File: config.mk
export PLATFORM = sky130hd
export DESIGN_NAME = control_sequencer
export DESIGN_NICKNAME = d
export VERILOG_FILES = /design/src/rtl/control_sequencer.sv
export SDC_FILE = /design/constraint.sdc
export NUM_CORES = 1
export LEC_CHECK = 0
export ABC_AREA = 1
export BUFFER_PORTS_ARGS = -buffer_cell sky130_fd_sc_hd__buf_4
export CORE_UTILIZATION = 55
export DETAILED_ROUTE_END_ITERATION = 8
export PLACE_DENSITY_LB_ADDON = 0.15
export SETUP_SLACK_MARGIN = 0.5
export SLEW_MARGIN = 5
export SYNTH_ARGS = -nofsm -noshare
export SYNTH_HDL_FRONTEND = slang
export SYNTH_SLANG_ARGS = --single-unit
export TNS_END_PERCENT = 20
File: constraint.sdc
create_clock -name Clk -period 2.1 [get_ports Clk]
set_input_delay 0.315 -clock Clk [delete_from_list [all_inputs] [get_ports Clk]]
set_output_delay 0.315 -clock Clk [all_outputs]
set_load 0.05 [all_outputs]
File: src/rtl/control_sequencer.sv
// Instruction-issue control sequencer: decodes accepted instructions into one-cycle
// registered control strobes, stalls issue across multi-cycle loads, and halts sticky.
module control_sequencer #(
  parameter int IW       = 9,
  parameter int OPW      = 4,
  parameter int LOAD_LAT = 2,
  parameter int CNTW     = 16
) (
  input  logic            Clk,
  input  logic            Reset,
  input  logic            Start,
  input  logic            InstValid,
  input  logic [IW-1:0]   Inst,
  input  logic [1:0]      CmpResult,
  output logic            InstReady,
  output logic            Reg0Write,
  output logic            GenPurpRegWrite,
  output logic            WriteMem,
  output logic            Branch,
  output logic            MemToReg,
  output logic            Halted,
  output logic            Busy,
  output logic [CNTW-1:0] InstCount
);

  // Counter only needs to hold LOAD_LAT-1, the number of stalled cycles.
  localparam int LCW = (LOAD_LAT > 1) ? $clog2(LOAD_LAT) : 1;

  typedef enum logic [1:0] {
    S_IDLE      = 2'd0,
    S_RUN       = 2'd1,
    S_LOAD_WAIT = 2'd2,
    S_HALTED    = 2'd3
  } state_t;

  state_t          state_q, state_d;
  logic [1:0]      flag_q, flag_d;
  logic [LCW-1:0]  lw_cnt_q, lw_cnt_d;
  logic [CNTW-1:0] cnt_q, cnt_d;
  logic            r0w_q, r0w_d;
  logic            gpr_q, gpr_d;
  logic            wm_q, wm_d;
  logic            br_q, br_d;
  logic            mtr_q, mtr_d;

  logic [OPW-1:0]  op;
  logic [3:0]      op4;
  logic            op_valid;
  logic            accept;
  logic            unused_inst;

  assign op          = Inst[IW-1 -: OPW];
  assign op4         = op[3:0];
  // Wide opcodes above 4'hF decode to nothing but still count as accepted.
  assign op_valid    = (op <= OPW'(15));
  assign accept      = InstValid && (state_q == S_RUN);
  assign unused_inst = ^Inst[IW-OPW-1:0];

  always_ff @(posedge Clk) begin
    if (Reset) begin
      state_q  <= S_IDLE;
      flag_q   <= 2'b11;
      lw_cnt_q <= '0;
      cnt_q    <= '0;
      r0w_q    <= 1'b0;
      gpr_q    <= 1'b0;
      wm_q     <= 1'b0;
      br_q     <= 1'b0;
      mtr_q    <= 1'b0;
    end else begin
      state_q  <= state_d;
      flag_q   <= flag_d;
      lw_cnt_q <= lw_cnt_d;
      cnt_q    <= cnt_d;
      r0w_q    <= r0w_d;
      gpr_q    <= gpr_d;
      wm_q     <= wm_d;
      br_q     <= br_d;
      mtr_q    <= mtr_d;
    end
  end

  always_comb begin
    state_d  = state_q;
    flag_d   = flag_q;
    lw_cnt_d = lw_cnt_q;
    cnt_d    = cnt_q;
    r0w_d    = 1'b0;
    gpr_d    = 1'b0;
    wm_d     = 1'b0;
    br_d     = 1'b0;
    mtr_d    = 1'b0;

    case (state_q)
      S_IDLE: begin
        if (Start) state_d = S_RUN;
      end

      S_RUN: begin
        if (accept) begin
          if (cnt_q != {CNTW{1'b1}}) cnt_d = cnt_q + CNTW'(1);
          if (op_valid) begin
            case (op4)
              4'h0, 4'h1, 4'h2, 4'h3, 4'h4: r0w_d = 1'b1;
              4'h5, 4'h6, 4'h8:             gpr_d = 1'b1;
              4'h7:                         flag_d = CmpResult;
              4'h9: br_d = (flag_q == 2'b10);
              4'hA: br_d = (flag_q == 2'b01) || (flag_q == 2'b10);
              4'hB: br_d = (flag_q == 2'b00) || (flag_q == 2'b10);
              4'hC: br_d = 1'b1;
              4'hD: wm_d = 1'b1;
              4'hE: begin
                mtr_d = 1'b1;
                if (LOAD_LAT == 1) begin
                  gpr_d = 1'b1;
                end else begin
                  state_d  = S_LOAD_WAIT;
                  lw_cnt_d = LCW'(LOAD_LAT - 1);
                end
              end
              default: state_d = S_HALTED;
            endcase
          end
        end
      end

      S_LOAD_WAIT: begin
        // Final stalled cycle launches the writeback strobe and reopens issue.
        mtr_d = 1'b1;
        if (lw_cnt_q <= LCW'(1)) begin
          gpr_d    = 1'b1;
          lw_cnt_d = '0;
          state_d  = S_RUN;
        end else begin
          lw_cnt_d = lw_cnt_q - LCW'(1);
        end
      end

      default: ;
    endcase
  end

  assign InstReady       = (state_q == S_RUN);
  assign Busy            = (state_q == S_RUN) || (state_q == S_LOAD_WAIT);
  assign Halted          = (state_q == S_HALTED);
  assign InstCount       = cnt_q;
  assign Reg0Write       = r0w_q;
  assign GenPurpRegWrite = gpr_q;
  assign WriteMem        = wm_q;
  assign Branch          = br_q;
  assign MemToReg        = mtr_q;

endmodule

* After elaboration in Yosys (flattened, before gate mapping) *
Index checks and enable logic that the tools add are counted.

storage, ports and cells
  bits in registers = 26
  bits of input ports = 15
  output and inout port bits = 24

cells by class
  add/sub/neg operators = 2
  order comparisons = 2
  equal/unequal tests = 26
  muxes and demuxes = 23
  bitwise gates (word level) = 3
  reduce and logical (&&, ||, !) cells = 17

operator list
  kind                                                                      number
  4-bit equality test (second input constant)                               7
  16-bit by 1-bit adder with 16-bit output (second input constant)          1
  4-bit by 3-bit equality test with 1-bit output (second input constant)    4
  16-bit inequality test (second input constant)                            1
  14-bit OR reduction                                                       1
  1-bit 2-to-1 mux                                                          13
  4-bit by 2-bit equality test with 1-bit output (second input constant)    2
  2-bit 2-to-1 mux                                                          4
  4-bit AND reduction                                                       2
  2-bit equality test (second input constant)                               3
  2-bit by 1-bit inequality test with 1-bit output (second input constant)  3
  2-bit inequality test (second input constant)                             3
  1-bit one-hot mux with 2 select lines                                     3
  2-bit one-hot mux with 3 select lines                                     1
  6-bit AND reduction                                                       1
  5-bit OR reduction                                                        1
  2-bit by 1-bit equality test with 1-bit output (second input constant)    2
  4-bit by 1-bit equality test with 1-bit output (second input constant)    1
  4-bit <= comparator (second input constant)                               1
  2-bit zero test                                                           2
  4-bit zero test                                                           1
  1-bit one-hot mux with 4 select lines                                     1
  2-bit one-hot mux with 2 select lines                                     1
  4-bit OR reduction                                                        1
  9 further kinds                                                           13

* Longest topological paths before layout *
Gate-level depths: netlist of the first run.

  depth after elaboration = 6
  gate-level depth with buffers = 10

* Least setup slack after synthesis of the first run *
Ideal clock, no wire load.

  path type = register -> register
  from = reg cnt_q[1], in the netlist InstCount[1]
  to = reg cnt_q[13], in the netlist InstCount[13]
  arrival time = 1,724 ps
  slack = 242 ps
  cell stages (with the launch flop) = 10
  period minus slack after synthesis = 1,858 ps
  cell sequence = dfxtp_1 > ha_1 > inv_1 > nor2_4 > nand2_2 > nor2_4 > nor2_4 > buf_2 > nand2_1 > a21oi_2

on the way
  cells in the longest elaborated chain, start to end = 2
  elaborated cells between the ends (all ways) = 3

ends and longest elaborated chain
  what                                                                                              RTL line  source
  start, declared                                                                                   39        logic [CNTW-1:0] cnt_q, cnt_d;
  start signal, assigned                                                                            74        cnt_q <= cnt_d;
  parallel branches: the longest is 2 deep, another holds 16-bit by 1-bit adder with 16-bit output  --

Parallel ways; which one is timed is not known.
A chain may end at the register's enable or synchronous reset.

* Worst setup path after layout of the first run *
  from = reg state_q[0]
  to = out Busy

on the way
  cells in the longest elaborated chain, start to end = 2
  elaborated cells between the ends (all ways) = 3

ends and longest elaborated chain
  what                                                                                   RTL line  source
  start, declared                                                                        36        state_t state_q, state_d;
  start signal, assigned                                                                 71        state_q <= state_d;
  2-bit by 1-bit equality test with 1-bit output or 2-bit equality test (tied branches)  144       assign Busy = (state_q == S_RUN) || (state_q == S_LOAD_WAIT);
  1-bit logical OR *                                                                     144
  end, declared                                                                          22        output logic Busy,

Mark *: on every way between the ends. The rest lies on a longest branch, timed or not.

==> results of run 1 <==
cells in the mapped netlist:
cell | number | area share, %
a211oi_1 | 2 | 1.0
a21oi_1 | 12 | 4.2
a21oi_2 | 5 | 3.0
buf_2 | 1 | 0.35
buf_8 | 1 | 1.0
clkbuf_1 | 1 | 0.26
dfxtp_1 | 25 | 35
ha_1 | 5 | 4.3
inv_1 | 28 | 7.3
inv_4 | 1 | 0.44
nand2_1 | 71 | 19
nand2_2 | 1 | 0.44
nand3_1 | 10 | 3.5
nand4_1 | 5 | 2.2
nor2_1 | 25 | 6.5
nor2_4 | 4 | 3.1
nor3_1 | 4 | 1.4
o21ai_0 | 10 | 3.5
o22ai_1 | 1 | 0.44
xnor2_1 | 2 | 1.2
xor2_1 | 4 | 2.4
flip-flops by register name (all words and copies together) (netlist names):
register and cells:
InstCount 16, flag_q 2, state_q 2, Branch 1, GenPurpRegWrite 1, MemToReg 1
Reg0Write 1, WriteMem 1
critical path: cells and delay by family, from the launching register on:
| family | cells | cell delay (ps) |
|---|---|---|
| flops | 1 | 390 |
| fa+ha+maj | 1 | 320 |
| buf+inv | 2 | 220 |
routing by layer:
layer / GRT usage, % / up-vias / part of all wire, %
met3: 3.16 / 5 / 6.2
met5: 0 / - / 0
met2: 41.4 / 55 / 46
li1: - / 770 / -
met4: 8.33 / 0 / 1.2
met1: 33.6 / 659 / 47
stage by stage:
stage | util, % | area [µm²] | hold slack [ps]
4_1_cts | 72.4 | 1790 | 151
3_3_place_gp | 69.5 | 1720 | 479
2_1_floorplan | - | 1460 | 370
6_report | 73.9 | 1830 | 156
5_1_grt | 73.9 | 1830 | 168
3_5_place_dp | 69.5 | 1720 | 488
final cells by class:
| cell class | count | share of cell area [%] |
|---|---|---|
| multi-input combinational | 161 | 44.7 |
| sequential | 25 | 28.7 |
| clock inverter | 1 | 0.410 |
| inverter | 29 | 6.35 |
| clock buffer | 3 | 1.23 |
| timing repair buffer | 40 | 16.6 |
| tap | 30 | 2.05 |
where the power goes:
part	leakage (µW)	switching (µW)	internal (µW)
combinational	0.000565	155	80.1
sequential	0.000210	13.2	490
clock	0.0000139	155	73.0
worst paths after layout:
check | startpoint | endpoint | slack, ps | cells past startpoint
worst max register to register | InstCount[0]$_SDFFE_PP0P_ | InstCount[1]$_SDFFE_PP0P_ | 560 | 9
worst min register to register | InstCount[4]$_SDFFE_PP0P_ | InstCount[4]$_SDFFE_PP0P_ | 500 | 2
worst min-delay path | Inst[8] | Reg0Write$_SDFF_PP0_ | 160 | 2
worst max-delay path | state_q[0]$_SDFFE_PP0P_ | Busy | 510 | 3
cells in the final DEF (no fill, tap or decap):
master,n
nand2_1,71
buf_4,39
inv_1,28
nor2_1,24
dfxtp_1,11
dfxtp_2,11
nand3_1,10
o21ai_0,10
a21oi_1,10
a21oi_2,7
nand4_1,5
nor2_4,4
nor3_1,4
xor2_1,4
dfxtp_4,3
ha_1,3
clkbuf_4,3
xnor2_1,2
a211oi_1,2
ha_2,2
nand2_2,1
nor2_2,1
inv_8,1
o22ai_1,1
clkinvlp_4,1
buf_6,1
cell families after synthesis:
logic type                 count (synthesis)  share of synthesized area (%)
and+or+nand+nor                          120                           35.7
AOI/OAI and AO/OA                         30                           12.2
adders and majority gates                  5                           4.35
buffers and inverters                     32                           9.39
xor gates and xnor gates                   6                           3.65
DFF                                       25                           34.8
what timing repair did:
action	CTS	global route
cloned	0	0
endpoints found under the setup margin	14	17
pin swaps	2	2
resized for setup	2	8
setup buffers	5	2
==> key figures, run 1 <==
CTS
  – Clk Tree Root Cell: clkbuf_4
  – Clock Tree Buf Depth: 2
  – Clk_lat worst skew: 330 ps
  – Post-CTS Hold Buffers: 0
  – H-tree depth: 1
  – Clock sink count: 25
  – Cts bufs inserted: 3
  – CTS tree: done
  – Clock-pin transition on the worst setup and hold timing paths: 150 ps

Floorplanning
  – Core area: 2480 µm²
  – Die area: 2820 µm²
  – Core Rows: 18
  – I/O pin cnt: 39
  – Die H: around 53 µm
  – Chip width: approximately 53 µm
  – Initial Utilization: between 50% and 60%

Synth
  – Synth Area per Inst: between 6 and 7 µm²
  – Syn_nets: 238
  – Mapped Area: approximately 1400 µm²
  – Yosys reg bits: 25
  – Syn Inst Count: around 220
  – Post-synthesis cell type count: 21
  – Sequential cell area fraction in the yosys report: 34.8%
  – Syn. warnings: 0

Timing
  – Final period util: 75.6%
  – Final hold viol count: 0
  – Worst clock skew: 12.4 ps
  – # setup viols final: 0
  – Max Fclk: 629 MHz
  – Tmin final: between 1500 and 2000 ps
  – Final Worst Setup Slack: 511 ps
  – RSZ-0062 raised after global routing: true
  – Slew HR: 83.1%
  – Max-slew violations: 0
  – Worst slew pin tran: 253 ps
  – Setup TNS Final: 0 ps

Placed design
  – Worst slack, placed: 458 ps
  – IO Port Bufs: 33
  – HPWL after DPL: between 2000 and 2500 µm
  – Routability cong.: roughly 0.76
  – Dpl cells: between 200 and 300

Detailed routing
  – # DRC: 0
  – Antenna Nets Post-Route: 0
  – Total number of vias: 1,489
  – Vias per inst: 5.15
  – DR iter-0 viols: 39
  – Drt wl/cell: between 10 and 15 µm
  – 1st-pass router iterations: 4
  – Total Wirelength: 3220 µm

Worst setup path
  – Slowest CP cell: dfxtp_4
  – Critical path required time: 1780 ps
  – CP Max Fanout: 4
  – Slowest stage delay, CP: ~390 ps
  – Setup crit end kind: primary output
  – CP Launch Type: register
  – Critical path, cell by cell: inv_1 > ha_1 > buf_6
  – Crit Path Class: register to primary output
  – Crit path DAT: 1270 ps

Power
  – Design Power: 966 µW
  – VDD IR max: 0.528 mV
  – Pwr dens: ~530 nW/µm²
  – LEAKAGE: 0.000788 µW

Final layout
  – Area Growth Syn to Fin: 27.3%
  – Nets: 280
  – Reg area: 526 µm²
  – Fillers: 216
  – Area of the multi-input gates: 818 µm²
  – Layout cells sized above 1: 28.6%
  – Post-route insts no fill: 289
  – Diode count: 0

Global route
  – Tot GR Track Use: 25.1%
  – GRT overflow: 0
  – Number of global-route vias before repair: roughly 1,200
  – First-pass GRT wire length: 5240 µm
  – Largest net degree at the start of global routing: 16
  – Initial antenna violation count: 0

Run
  – Max cap viols: 0

Min path
  – HP Class: input port to register

Status
  – Status: completed
No activity file was read; power rests on OpenSTA's default activity.
==> inputs of run 2 (changes only) <==
- CORE_UTILIZATION: 55 -> 51
- clock period: 2.1 -> 1.6 ns (I/O delays scaled with it)
==> run 2 against run 1 <==
Combinational power increased by 76%. Die area increased by 7.5%. Utilization increased by 4.6 points. Sequential power increased by 28%. Clock power increased by 24%. Cell count increased by 3.5%. Highest routed layer unchanged.
==> key figures, run 2 (same netlist as run 1, synthesis figures left out) <==
Status
  – Status: completed

Floorplanning
  – Die area: 3040 µm²
  – I/O pin cnt: 39
  – Chip width: 55.1 µm
  – Core Rows: 18
  – Core area: 2570 µm²
  – Initial Utilization: a little under three fifths
  – Die H: between 50 and 60 µm

Detailed routing
  – 1st-pass router iterations: 4
  – Total Wirelength: between 3000 and 4000 µm
  – DR iter-0 viols: 32
  – Vias per inst: 5.15
  – Total number of vias: 1,541
  – Drt wl/cell: 12.6 µm
  – # DRC: 0
  – Antenna Nets Post-Route: 0

Worst setup path
  – Crit Path Class: register to register
  – FF-to-FF Start: InstCount[0]$_SDFFE_PP0P_
  – Crit path DAT: 1660 ps
  – Critical path, cell by cell: ha_4 > inv_4 > nor2_4 > nand2_2 > nor2_4 > nor2_4 > inv_4 > nor2_1 > nor2_1
  – Reg2reg setup slack: 170 ps
  – Setup crit end: InstCount[1]$_SDFFE_PP0P_
  – Most used cell along the critical path: nor2_4
  – Slowest CP cell: dfxtp_4
  – R2r endpoint: InstCount[1]$_SDFFE_PP0P_
  – CP Max Fanout: 13
  – Slowest stage delay, CP: 390 ps
  – Setup crit end kind: register
  – CP Launch Type: register
  – Crit. Startpoint: InstCount[0]$_SDFFE_PP0P_
  – Critical path required time: about 1800 ps
  – Worst Reg-to-Reg Cells: 9

Timing
  – Final hold viol count: 0
  – Final period util: between 80% and 90%
  – RSZ-0062 raised after global routing: true
  – Max-slew violations: 0
  – Worst slew pin tran: 283 ps
  – Max Fclk: 698 MHz
  – Worst hold margin: 98.5 ps
  – Slew HR: just over 80%
  – Worst clock skew: around 8.7 ps
  – Setup TNS Final: 0 ps
  – Final Worst Setup Slack: 167 ps
  – # setup viols final: 0
  – Tmin final: 1430 ps

Global route
  – Tot GR Track Use: 25.1%
  – Largest net degree at the start of global routing: 15
  – Number of global-route vias before repair: between 1,000 and 1,500
  – First-pass GRT wire length: 5470 µm
  – Initial antenna violation count: 0
  – GRT overflow: 0

Final layout
  – Reg area: 556 µm²
  – Area of the multi-input gates: 873 µm²
  – Most frequent cells in the layout: nand2_1 (64), buf_4 (44), inv_1 (23)
  – Fillers: 193
  – Most common cell after layout, fill and taps aside: nand2_1
  – Post-route insts no fill: 299
  – Area Growth Syn to Fin: 40.1%
  – Layout cells sized above 1: 37.9%
  – Largest register FFs: 16
  – Nets: 290
  – Diode count: 0

Min path
  – HP Class: input port to register

Placed design
  – HPWL after DPL: about 2400 µm
  – IO Port Bufs: 33
  – Routability cong.: 0.769
  – Dpl cells: 280
  – Worst slack, placed: 145 ps

Power
  – LEAKAGE: 0.000861 µW
  – Pwr dens: 663 nW/µm²
  – Net Sw Frac: 33.6%
  – Sequential share of power: 48.0%
  – Design Power: ~1300 µW
  – Combinational share of power: 30.9%
  – NetSw: 450 µW
  – VDD IR max: between 0.6 and 0.7 mV
  – Pint: 887 µW
  – Clock Power Share: 21.1%

CTS
  – Clock-pin transition on the worst setup and hold timing paths: 140 ps
  – Post-CTS Hold Buffers: 0
  – Clock Tree Buf Depth: 2
  – Clk_lat worst skew: 310 ps
  – CTS tree: done
  – H-tree depth: 1
  – Clock sink count: 25
  – Cts bufs inserted: 3
  – Clk Tree Root Cell: clkbuf_4

Run
  – Max cap viols: 0
==> run 2: worst max-delay path, delay by kind of cell, from the launching register on <==
kind / cells / cell delay [ps]
adder cells (fa/ha/maj): 1 / 170
buffers and inverters: 2 / 180
flip-flops: 1 / 390
AND/OR/NAND/NOR: 6 / 600
==> run 2: how the worst min path moves through the flow <==
| stage | start | endpoint | slack [ps] | cells after the start |
|---|---|---|---|---|
| final | Inst[8] | Reg0Write$_SDFF_PP0_ | 100 | 2 |
| after detailed placement | CmpResult[1] | flag_q[1]$_SDFFE_PP1P_ | 440 | 3 |
| after global placement | CmpResult[0] | flag_q[0]$_SDFFE_PP1P_ | 440 | 3 |
| after floorplan | Reset | InstCount[11]$_SDFFE_PP0P_ | 290 | 1 |
| after CTS | Inst[8] | Reg0Write$_SDFF_PP0_ | 90 | 2 |
| after global routing | Inst[8] | Reg0Write$_SDFF_PP0_ | 90 | 2 |
==> run 2: area by class of cell <==
| type | instances | area share [%] |
|---|---|---|
| well taps | 30 | 1.86 |
| clock inverters | 1 | 0.248 |
| multi-input cells | 161 | 43.3 |
| repair buffers | 50 | 20.1 |
| clock buffers | 3 | 1.12 |
| flip-flops and latches | 25 | 27.6 |
| inverters | 29 | 5.77 |
==> run 2: through the flow <==
stage          area [µm²]  util (%)
4_1_cts              1940      75.6
5_1_grt              2020      78.5
6_report             2020      78.5
2_1_floorplan        1520         -
3_3_place_gp         1790      69.5
3_5_place_dp         1790      69.5
==> run 2: per-layer routing <==
metal	routed length [µm]	GRT usage [%]	vias to the layer above
li1	-	-	793
met1	1640	32.7	694
met2	1840	42.8	48
met3	201	3.55	6
met4	75	7.08	0
met5	0	0	-
==> run 2: power groups by stage <==
stage | registers (µW) | logic (µW) | clock network (µW)
floorplan | 689 | 188 | 0
global placement | 662 | 284 | 0
detailed placement | 663 | 289 | 0
CTS | 641 | 361 | 294
global route | 644 | 441 | 323
finish | 642 | 413 | 282
==> run 2: timing repair <==
| item | CTS | global route |
|---|---|---|
| buffers inserted | 10 | 5 |
| pin swaps | 3 | 4 |
| setup endpoints to repair | 45 | 49 |
| cloned | 0 | 0 |
| resized for setup | 16 | 16 |
